===== src/rtl/pll_phase_ctrl.sv =====
// pll_phase_ctrl: drives the ECP5 EHXPLLL dynamic phase-shift port.
// Accepts step requests, emits timed active-low PHASESTEP pulses on the
// selected channel, tracks net phase per channel and filters PLL lock into
// pll_ok / rst_out.
module pll_phase_ctrl #(
  parameter int unsigned CHANNELS    = 4,
  parameter int unsigned STEP_W      = 8,
  parameter int unsigned POS_W       = 8,
  parameter int unsigned PULSE_LEN   = 4,
  parameter int unsigned SETTLE      = 16,
  parameter int unsigned LOCK_CYCLES = 1024
) (
  input  logic                      clk,
  input  logic                      reset,
  input  logic                      locked_in,
  input  logic                      req_valid,
  output logic                      req_ready,
  input  logic [1:0]                req_chan,
  input  logic                      req_dir,
  input  logic [STEP_W-1:0]         req_steps,
  output logic                      busy,
  output logic                      done,
  output logic                      err,
  output logic [1:0]                phasesel,
  output logic                      phasedir,
  output logic                      phasestep,
  output logic                      phaseloadreg,
  output logic                      pll_ok,
  output logic                      rst_out,
  output logic [CHANNELS*POS_W-1:0] phase_pos
);

  localparam logic [2:0] StIdle   = 3'd0;
  localparam logic [2:0] StSetup  = 3'd1;
  localparam logic [2:0] StPulse  = 3'd2;
  localparam logic [2:0] StSettle = 3'd3;
  localparam logic [2:0] StDone   = 3'd4;

  localparam int unsigned LockW  = $clog2(LOCK_CYCLES + 1);
  localparam int unsigned CntMax = (PULSE_LEN > SETTLE) ? PULSE_LEN : SETTLE;
  localparam int unsigned CntW   = $clog2(CntMax + 1);

  localparam logic [LockW-1:0] LockTarget = LockW'(LOCK_CYCLES);
  localparam logic [CntW-1:0]  PulseLast  = CntW'(PULSE_LEN - 1);
  localparam logic [CntW-1:0]  SettleLast = CntW'(SETTLE - 1);
  localparam logic [2:0]       ChanLimit  = 3'(CHANNELS);

  // Lock filter state
  logic             lock_meta_q, lock_sync_q;
  logic [LockW-1:0] lock_cnt_q, lock_cnt_d;
  logic             pll_ok_q, rst_out_q;

  // Sequencer state
  logic [2:0]        state_q, state_d;
  logic [CntW-1:0]   cnt_q, cnt_d;
  logic [STEP_W-1:0] rem_q, rem_d;
  logic [1:0]        chan_q, chan_d;
  logic              dir_q, dir_d;
  logic              err_q, err_d;
  logic              phasestep_q;
  logic              step_done;
  logic              chan_ok;
  logic [POS_W-1:0]  pos_q [CHANNELS];
  logic [POS_W-1:0]  pos_d [CHANNELS];

  // Saturating lock counter; any synchronised low restarts the qualification.
  always_comb begin
    lock_cnt_d = lock_cnt_q;
    if (!lock_sync_q) begin
      lock_cnt_d = '0;
    end else if (lock_cnt_q != LockTarget) begin
      lock_cnt_d = lock_cnt_q + LockW'(1);
    end
  end

  // Lock synchroniser, counter, pll_ok and the registered system reset.
  always_ff @(posedge clk) begin
    if (reset) begin
      lock_meta_q <= 1'b0;
      lock_sync_q <= 1'b0;
      lock_cnt_q  <= '0;
      pll_ok_q    <= 1'b0;
      rst_out_q   <= 1'b1;
    end else begin
      lock_meta_q <= locked_in;
      lock_sync_q <= lock_meta_q;
      lock_cnt_q  <= lock_cnt_d;
      pll_ok_q    <= (lock_cnt_d == LockTarget);
      rst_out_q   <= !pll_ok_q;
    end
  end

  assign chan_ok = ({1'b0, chan_q} < ChanLimit);

  // Sequencer next state; loss of lock mid-request aborts straight to done.
  always_comb begin
    state_d   = state_q;
    cnt_d     = cnt_q;
    rem_d     = rem_q;
    chan_d    = chan_q;
    dir_d     = dir_q;
    err_d     = err_q;
    step_done = 1'b0;
    unique case (state_q)
      StIdle: begin
        if (req_valid && req_ready) begin
          chan_d  = req_chan;
          dir_d   = req_dir;
          rem_d   = req_steps;
          err_d   = 1'b0;
          state_d = StSetup;
        end
      end
      StSetup: begin
        cnt_d = '0;
        if (!pll_ok_q || !chan_ok) begin
          err_d   = 1'b1;
          state_d = StDone;
        end else if (rem_q == '0) begin
          state_d = StDone;
        end else begin
          state_d = StPulse;
        end
      end
      StPulse: begin
        if (!pll_ok_q) begin
          err_d   = 1'b1;
          state_d = StDone;
        end else if (cnt_q == PulseLast) begin
          step_done = 1'b1;
          rem_d     = rem_q - STEP_W'(1);
          cnt_d     = '0;
          state_d   = StSettle;
        end else begin
          cnt_d = cnt_q + CntW'(1);
        end
      end
      StSettle: begin
        if (!pll_ok_q) begin
          err_d   = 1'b1;
          state_d = StDone;
        end else if (cnt_q == SettleLast) begin
          cnt_d   = '0;
          state_d = (rem_q != '0) ? StPulse : StDone;
        end else begin
          cnt_d = cnt_q + CntW'(1);
        end
      end
      StDone:  state_d = StIdle;
      default: state_d = StIdle;
    endcase
  end

  // Only a pulse that ran its full length moves the channel's position.
  always_comb begin
    for (int n = 0; n < CHANNELS; n++) begin
      pos_d[n] = pos_q[n];
      if (step_done && (chan_q == 2'(n))) begin
        pos_d[n] = dir_q ? pos_q[n] + POS_W'(1) : pos_q[n] - POS_W'(1);
      end
    end
  end

  // Sequencer registers; phasestep is registered from next state to stay glitch-free.
  always_ff @(posedge clk) begin
    if (reset) begin
      state_q     <= StIdle;
      cnt_q       <= '0;
      rem_q       <= '0;
      chan_q      <= 2'd0;
      dir_q       <= 1'b0;
      err_q       <= 1'b0;
      phasestep_q <= 1'b1;
      for (int n = 0; n < CHANNELS; n++) pos_q[n] <= '0;
    end else begin
      state_q     <= state_d;
      cnt_q       <= cnt_d;
      rem_q       <= rem_d;
      chan_q      <= chan_d;
      dir_q       <= dir_d;
      err_q       <= err_d;
      phasestep_q <= (state_d != StPulse);
      for (int n = 0; n < CHANNELS; n++) pos_q[n] <= pos_d[n];
    end
  end

  // Output mapping
  always_comb begin
    phase_pos = '0;
    for (int n = 0; n < CHANNELS; n++) phase_pos[n*POS_W +: POS_W] = pos_q[n];
  end

  assign req_ready    = (state_q == StIdle) && pll_ok_q;
  assign busy         = (state_q != StIdle);
  assign done         = (state_q == StDone);
  assign err          = done && err_q;
  assign phasesel     = chan_q;
  assign phasedir     = dir_q;
  assign phasestep    = phasestep_q;
  assign phaseloadreg = 1'b1;
  assign pll_ok       = pll_ok_q;
  assign rst_out      = rst_out_q;

endmodule


===== config.mk =====
export PLATFORM = sky130hd
export DESIGN_NAME = pll_phase_ctrl
export DESIGN_NICKNAME = d
export VERILOG_FILES = /design/src/rtl/pll_phase_ctrl.sv
export SDC_FILE = /design/constraint.sdc
export NUM_CORES = 1
export LEC_CHECK = 0
export CORE_MARGIN = 10
export CORE_UTILIZATION = 35
export DETAILED_ROUTE_END_ITERATION = 10
export GPL_TIMING_DRIVEN = 0
export PLACE_DENSITY = 0.67
export SYNTH_ARGS = -nofsm -noshare
export SYNTH_HDL_FRONTEND = slang
export SYNTH_SLANG_ARGS = --single-unit
export TNS_END_PERCENT = 20

===== constraint.sdc =====
create_clock -name clk -period 7.65 [get_ports clk]
set_input_delay 1.53 -clock clk [delete_from_list [all_inputs] [get_ports clk]]
set_output_delay 1.53 -clock clk [all_outputs]
set_load 0.02 [all_outputs]

**After elaboration in Yosys (flattened, before gate mapping)**

Memories as Yosys holds them, arrays and structs flattened.
Index checks and enable logic that the tools add are counted.

- Register bits after elaboration: 36
- Latch bits: 0
- Memory bits (writable): 32
- Memory bits (read-only): 0
- Input bits: 15
- Word-level logic and storage cells: 107
- Memories: 1

- Add/sub/neg operators: 11
- $mul: 0
- Div/mod/pow operators: 0
- Magnitude comparators: 0
- Equality and inequality tests: 17
- Shift operators: 0
- Multiplexer cells: 41
- Bitwise gates (word level): 4
- Reduce and logical (&&, ||, !) cells: 21

Memory list:

| memory | words | width | rd ports | clocked after Yosys merged registers in | wr ports | RTL line | RTL |
|---|---|---|---|---|---|---|---|
| pos_q | 4 | 8 | 4 | 0 | 4 | 63 | `logic [POS_W-1:0] pos_q [CHANNELS];` |

Operator list:

| operator | count |
|---|---|
| $mux W8 | 15 |
| $sub A8 B1 Y8 const B | 5 |
| $add A8 B1 Y8 const B | 4 |
| $mux W3 | 8 |
| $mux W11 | 2 |
| $mux W5 | 4 |
| $pmux W8 S2 | 1 |
| $pmux W5 S3 | 1 |
| $pmux W3 S4 | 1 |
| $add A11 B1 Y11 const B | 1 |
| $eq A11 B11 Y1 const B | 1 |
| $ne A11 B11 Y1 const B | 1 |
| $ne A2 B2 Y1 const B | 5 |
| $logic_not A8 Y1 | 1 |
| $mux W1 | 8 |
| $reduce_bool A8 Y1 | 1 |
| $logic_and A1 B1 Y1 | 7 |
| $eq A3 B2 Y1 const B | 2 |
| $reduce_and A3 Y1 | 2 |
| $reduce_bool A3 Y1 | 2 |
| $add A5 B1 Y5 const B | 1 |
| $eq A5 B2 Y1 const B | 1 |
| $eq A5 B4 Y1 const B | 1 |
| $eq A2 B2 Y1 const B | 2 |
| 13 further kinds | 17 |

**Longest topological paths before layout**

Gate-level depths: netlist (run 1).

- Word-level depth: 7
- Mapped depth: 9

**Worst setup path before layout (run 1)**

No wires, ideal clock.

- Kind: reg-to-reg
- Start: register dir_q, in the netlist phasedir
- End: memory pos_q[3][7]
- Setup time: 0.123 ns
- Arrival time: 2.685 ns
- Required time: 7.527 ns
- Path slack: 4.842 ns
- Stages on the path, launching flop included: 9
- Cell sequence: dfxtp_1 -> inv_1 -> ha_1 -> a21oi_1 -> o31ai_1 -> a21o_1 -> o31ai_1 -> mux2i_1 -> mux2_1

RTL lines:

| what | RTL line | RTL |
|---|---|---|
| from (decl) | 58 | `logic dir_q, dir_d;` |
| from (signal assigned) | 180 | `dir_q <= dir_d;` |
| to (decl) | 63 |  |

**Worst setup path after layout (run 1)**

- Start: register pll_ok_q, in the netlist pll_ok
- End: output req_ready

- Cells in the longest elaborated chain, start to end: 1

RTL lines:

| what | RTL line | RTL |
|---|---|---|
| from (decl) | 51 | `logic pll_ok_q, rst_out_q;` |
| from (signal assigned) | 88 | `pll_ok_q <= (lock_cnt_d == LockTarget);` |
| $logic_and A1 B1 Y1 | 193 | `assign req_ready = (state_q == StIdle) && pll_ok_q;` |
| to (decl) | 17 | `output logic req_ready,` |

No other way between the ends.

==> reports/metrics.yaml, run 1 <==
synth:
  synth_fa_ha_area_share_pct: 11.7
  synth_xor_area_share_pct: 6.80
  synth_nets: 554
  synthTopCellsByArea: "dfxtp_1, ha_1, a21oi_1, nand2_1, nor2_1"
  synth_seq_cells: 68
  synth_ff_type: "dfxtp_1"
  ys_top_cells_by_count: "dfxtp_1, nand2_1, nor2_1"
  synth.avg_cell_area_sq_um: 8.20
  synth_top_family_by_area: "simple AND/OR/NAND/NOR gates"
  synth-simple-area-share_pct: 23.5
  synth_compound_area_share_pct: 17.2
  ys_types: 52
  syn_area_sq_mm: 0.00412
  yosysMostFrequentCell: "dfxtp_1"
  synth_edf_count: 0
  synthMuxAreaShare_pct: 3.52
  yosys_warnings: 0
  synth_top_area_share_pct: 33.0
  ys_seq_area_share_pct: 33.0
  yosysTopAreaCell: "dfxtp_1"
  ys_async_sr_fraction_pct: 0
  synthCells: 503
hold_path:
  hold_path.startpoint: "lock_meta_q"
  hold_depth: 1
  hp-class: "reg -> reg"
final_layout:
  seqCellArea_sq_mm: 0.00136
  multiInputGateArea_sq_mm: 0.00259
  num_antenna_cells: 0
  drive_above_1_share_pct: 5.92
  layout.nets: 620
  syn_to_final_growth_pct: 25.7
  final_util_pct: 45.2
  fillers: 1093
power:
  comb_power_share_pct: 2.5
  p_clk_share_pct: 55.1
  sw_frac_of_total_pct: 21.8
  power.density_mw_per_mm2: 162
  p_int_mw: 0.655
  switching_power_mw: 0.183
  peakVddDrop_mv: 0.103
  p_leak_nw: 2.01
  pwr-share-seq_pct: 42.4
grt:
  grt_pass1_vias: 3590
  grt_max_degree: 33
  antenna_found_initial: 0
  grt_pass1_wl_mm: 17.3
  grt_overflow: 0
  gr-usage-all-layers_pct: 12.7
sta:
  rsz0062_at_grt: "no"
  slew_headroom_pct: 13.6
  min_period_ns: 3.66
  setup_violations: 0
  slew_violations: 0
  fin_skew_ns: 0.00545
  hold_violations: 0
  fin_tns_setup_ns: 0
  clock.fmax_mhz: 274
  fin_crit_sh_pct: 47.8
  worstMarginPinSlew_ns: 1.29
  final.setup.worst_slack_ns: 3.99
placement:
  dp_slack_ns: 4.28
  routabilityCongestion: 0.818
  io_buffers: 55
  hpwl_mm: 7.86
floorplan:
  die_y_microns: 129
  die_area_sq_mm: 0.0165
  core_sq_mm: 0.0115
  die_w_microns: 129
  start_util_pct: 36.0
  io_pins: 58
  rows: 39
detailed_routing:
  firstDrtPassIters: 6
  wl_per_cell_microns: 14.8
  via_per_inst: 5.17
  antenna_left: 0
  drt-initial-drc-count: 190
  drc: 0
  drt_wl_total_mm: 10.6
  vias: 3707
critical_path:
  endpoint_kind: "primary output"
  reg2reg_depth: 8
  r2r_end: "pos_q[0][7]"
  setup.worst_path.start: "pll_ok"
  crit_fanout: 9
  rr_startpoint: "phasedir"
  rrSetupSlack_ns: 4.33
  crit_path_end: "req_ready"
  path_class: "reg -> out"
  critPathArrivalTime_ns: 2.13
  crit_path_start_kind: "flop"
  required_ns: 6.12
clock_network:
  insertion_delay_ns: 0.33
  postCtsSetupBuffers: 0
  clkSlewWorstSetupHoldPaths_ns: 0.06
  cts-root-buf: "clkbuf_16"
  clock_path_buffers: 2
  cts_resized: 0
  clock-sinks: 68
  cts_buffers: 9
  cts_tree: "done"
  htree_levels: 3
  postCtsHoldBufs: 0
flow_run:
  drv_cap: 0
status:
  status: "finished clean"
placed cells by master (no fill, tap or decap), drive strengths merged, types with 13 or more instances in the layout:
cell            n
o21ai          21
clkbuf         23
dfxtp          68
inv            23
a21oi          54
o31ai          13
xnor2          22
ha             32
nor2           57
nand2          62
clkdlybuf4s50  55
critical path, stage by stage (launching register included):
cell and delay, ns:
dfxtp_1 0.34, clkbuf_1 0.37, inv_1 0.19, nor2_1 0.25
clkdlybuf4s50_1 0.65
worst min path at each step:
| stage | end | slack [ns] |
|---|---|---|
| floorplan | lock_sync_q | 0.41 |
| global placement | lock_sync_q | 0.42 |
| detailed placement | lock_sync_q | 0.43 |
| CTS | lock_sync_q | 0.45 |
| global route | lock_sync_q | 0.48 |
| finish | lock_sync_q | 0.45 |
power by group through the flow:
stage               clock, mW  combinational (mW)  sequential (mW)
floorplan                   0             0.00929            0.363
global placement            0              0.0209            0.363
detailed placement          0              0.0213            0.363
CTS                     0.471              0.0215            0.355
global route            0.488              0.0231            0.355
finish                  0.462              0.0212            0.355
state kept, by name (all words and copies together) (netlist names):
| name | cells |
|---|---|
| lock_cnt_q | 11 |
| cnt_q | 5 |
| err_q | 1 |
| pos_q | 32 |
| lock_meta_q | 1 |
| rst_out | 1 |
| phasedir | 1 |
| state_q | 3 |
| rem_q | 8 |
| phasesel | 2 |
| phasestep | 1 |
| pll_ok | 1 |
| lock_sync_q | 1 |
layout make-up:
type	count	share of cell area (%)
buffer	22	1.98
clock buffer	9	4.35
clock inverter	7	2.03
inverter	19	1.38
multi-input combinational	394	49.9
sequential	68	26.3
tap	143	3.45
timing repair buffer	55	10.6
routing by layer:
layer / global-route usage [%] / share of wire [%]
met5: 0 / 0
met4: 4.39 / 0.86
met3: 3.74 / 5.6
met2: 21.7 / 49
met1: 14.8 / 45
logic make-up after synthesis:
group / Yosys count
AOI/OAI and AO/OA: 119
buffers and inverters: 41
other: 1
adders and majority gates: 36
muxes: 14
DFF: 68
xor gates and xnor gates: 32
and+or+nand+nor: 192
stage by stage:
| stage | hold slack [ns] | power [mW] | instances | instance area, sq um |
|---|---|---|---|---|
| after CTS | 0.446 | 0.848 | 717 | 5180 |
| after global routing | 0.476 | 0.866 | 717 | 5180 |
| final | 0.450 | 0.838 | 717 | 5180 |
| after global placement | 0.420 | 0.384 | 701 | 4850 |
| after detailed placement | 0.431 | 0.384 | 701 | 4850 |
| after floorplan | 0.414 | 0.372 | 503 | 4120 |
No activity file was read; power rests on OpenSTA's default activity.
==> run 2, diff against run 1 <==
Clock period 7.65 ns to 3.58 ns, I/O delays scaled along.
==> results of run 2 <==
Same layout as run 1 (identical final DEF). Status: finished clean.
Main changes from that run: setup slack after placement 4.28 ns -> 0.210 ns; setup slack after layout 3.99 ns -> 0.257 ns; start point of the critical path pll_ok -> phasedir; end point of the critical path req_ready -> pos_q[0][7]; register-to-register setup slack 4.33 ns -> 0.26 ns; total power 0.838 mW -> 1.79 mW; worst IR drop on VDD 0.103 mV -> 0.220 mV
==> run 3, diff against run 2 <==
Clock period 3.58 ns to 3.2 ns, I/O delays scaled along.
==> reports/metrics.yaml, run 3 (synthesis gave the netlist of run 1 again) <==
status:
  status: "finished clean"
power:
  power_mw: 2.01
  peakVddDrop_mv: 0.247
  p_leak_nw: 2.02  # +0.41%
  power.density_mw_per_mm2: 385
detailed_routing:
  via_per_inst: 5.21  # +0.74%
  firstDrtPassIters: 5  # -1
  drc: 0  # unchanged
  vias: 3750  # +1.2%
  wl_per_cell_microns: 14.9  # +0.43%
  drt-initial-drc-count: 226  # +19%
  drt_wl_total_mm: 10.7  # +0.85%
  antenna_left: 0  # unchanged
placement:
  dp.cells: 701  # unchanged
  routabilityCongestion: 0.818  # unchanged
  hpwl_mm: 7.86  # unchanged
  io_buffers: 55  # unchanged
final_layout:
  regMostFlops: "pos_q"
  layout.nets: 623  # +0.48%
  syn_to_final_growth_pct: 26.3
  final_common_cell: "dfxtp_1"
  num_antenna_cells: 0  # unchanged
  reg_top3: "pos_q x32, lock_cnt_q x11, rem_q x8"
  drive_above_1_share_pct: 6.59  # +0.66 points
  mostFrequentLayoutCells: "dfxtp_1, nand2_1, nor2_1"
  final_cells: 720  # +0.42%
  largest_register_ffs: 32  # unchanged
floorplan:
  rows: 39  # unchanged
  die_y_microns: 129  # unchanged
  io_pins: 58  # unchanged
  start_util_pct: 36.0  # unchanged
  die_area_sq_mm: 0.0165  # unchanged
  die_w_microns: 129  # unchanged
  core_sq_mm: 0.0115  # unchanged
critical_path:
  critPathBufInv: 2
  critical_path_depth: 9
  slowest_stage: "dfxtp_1"
  required_ns: 3.43
  worst_path_most_repeated_cell: "o31ai_1"
  reg2reg_depth: 9  # +1
  cp_cell_sequence: "clkinvlp_4 -> buf_4 -> ha_1 -> a21oi_1 -> o31ai_1 -> a21o_1 -> o31ai_1 -> mux2i_1 -> mux2_2"
  crit_path_start_kind: "flop"
  crit_fanout: 16
  path_delay_family: "compound AO/OA/AOI/OAI gates"
  critPathArrivalTime_ns: 3.07
  path_class: "reg -> reg"
  endpoint_kind: "flop"
  cpPeakStageDelay_ns: 0.61
clock_network:
  postCtsHoldBufs: 0  # unchanged
  clkSlewWorstSetupHoldPaths_ns: 0.06  # about the same
  cts-root-buf: "clkbuf_16"
  clock-sinks: 68  # unchanged
  cts_buffers: 9  # unchanged
  insertion_delay_ns: 0.34  # about the same
  htree_levels: 3  # unchanged
  cts_tree: "done"
  clock_path_buffers: 2  # unchanged
grt:
  grt_max_degree: 17  # -48%
  grt_overflow: 0  # unchanged
  grt_pass1_vias: 3630  # +1.1%
  grt_pass1_wl_mm: 17.4  # +0.72%
  antenna_found_initial: 0  # unchanged
  gr-usage-all-layers_pct: 12.8  # +0.12 points
sta:
  setup_violations: 0  # unchanged
  holdWs_ns: 0.450  # -0.000490 ns
  fin_tns_setup_ns: 0  # unchanged
  min_period_ns: 2.84
  clock.fmax_mhz: 353
  rsz0062_at_grt: "no"
  slew_headroom_pct: 54.7  # +41 points
  slew_violations: 0  # unchanged
  hold_violations: 0  # unchanged
  fin_skew_ns: 0.00618  # +0.000724 ns
  worstMarginPinSlew_ns: 0.679  # -0.615 ns
  fin_crit_sh_pct: 88.6
hold_path:
  hp-class: "reg -> reg"
  hold_depth: 1  # unchanged
flow_run:
  drv_cap: 0  # unchanged
==> run 3: changes by cell type in the layout (fill, tap and decap cells not counted), sizes merged <==
cell      previous run  this run
buf                  8        10
clkinvlp             1         3
inv                 23        22
==> run 3: routing by layer <==
metal	part of all wire [%]	track usage, %	vias to the layer above
li1	-	-	1885
met1	44	14.8	1754
met2	48	21.9	93
met3	6.6	3.78	18
met4	1.5	4.85	0
met5	0	0	-
==> run 3: worst reg2reg max path, cell delays in order (launching register included) <==
cell,delay [ns]
dfxtp_1,0.61
clkinvlp_4,0.15
buf_4,0.23
ha_1,0.32
a21oi_1,0.22
o31ai_1,0.11
a21o_1,0.21
o31ai_1,0.30
mux2i_1,0.26
mux2_2,0.34
==> run 3: report_power, final <==
part | internal, mW | switching (mW)
combinational | 0.0232 | 0.0278
clock | 0.696 | 0.410
sequential | 0.848 | 0.00137
==> run 3: final cells by class <==
cell class	count	area, sq um
Timing Repair inverter	1	7.51
Sequential cell	68	1360
Clock buffer	9	225
Multi-Input combinational cell	394	2590
Timing Repair Buffer	57	566
Inverter	19	75.1
Buffer	22	103
Tap cell	143	179
Fill cell	1093	6260
Clock inverter	7	105
==> run 3: timing repair <==
| item | 4_1_cts | 5_1_grt |
|---|---|---|
| setup buffers | 0 | 2 |
| cloned | 1 | 0 |
| setup endpoints to repair | 4 | 2 |
| resized for setup | 2 | 0 |
| pin swaps | 0 | 0 |
==> run 3: worst paths after layout <==
check,start,to,slack (ns)
max reg2reg,phasedir,pos_q[0][7],0.36
min reg2reg,lock_meta_q,lock_sync_q,0.45
min,lock_meta_q,lock_sync_q,0.45
max,phasedir,pos_q[0][7],0.36
==> run 3: through the flow <==
step	area, sq um	util, %	setup slack (ns)
finish	5210	45.4	0.364
global route	5210	45.4	0.205
CTS	5190	45.3	0.0872
detailed placement	4850	42.3	-0.170
global placement	4850	42.3	-0.0303
floorplan	4120	-	0.392
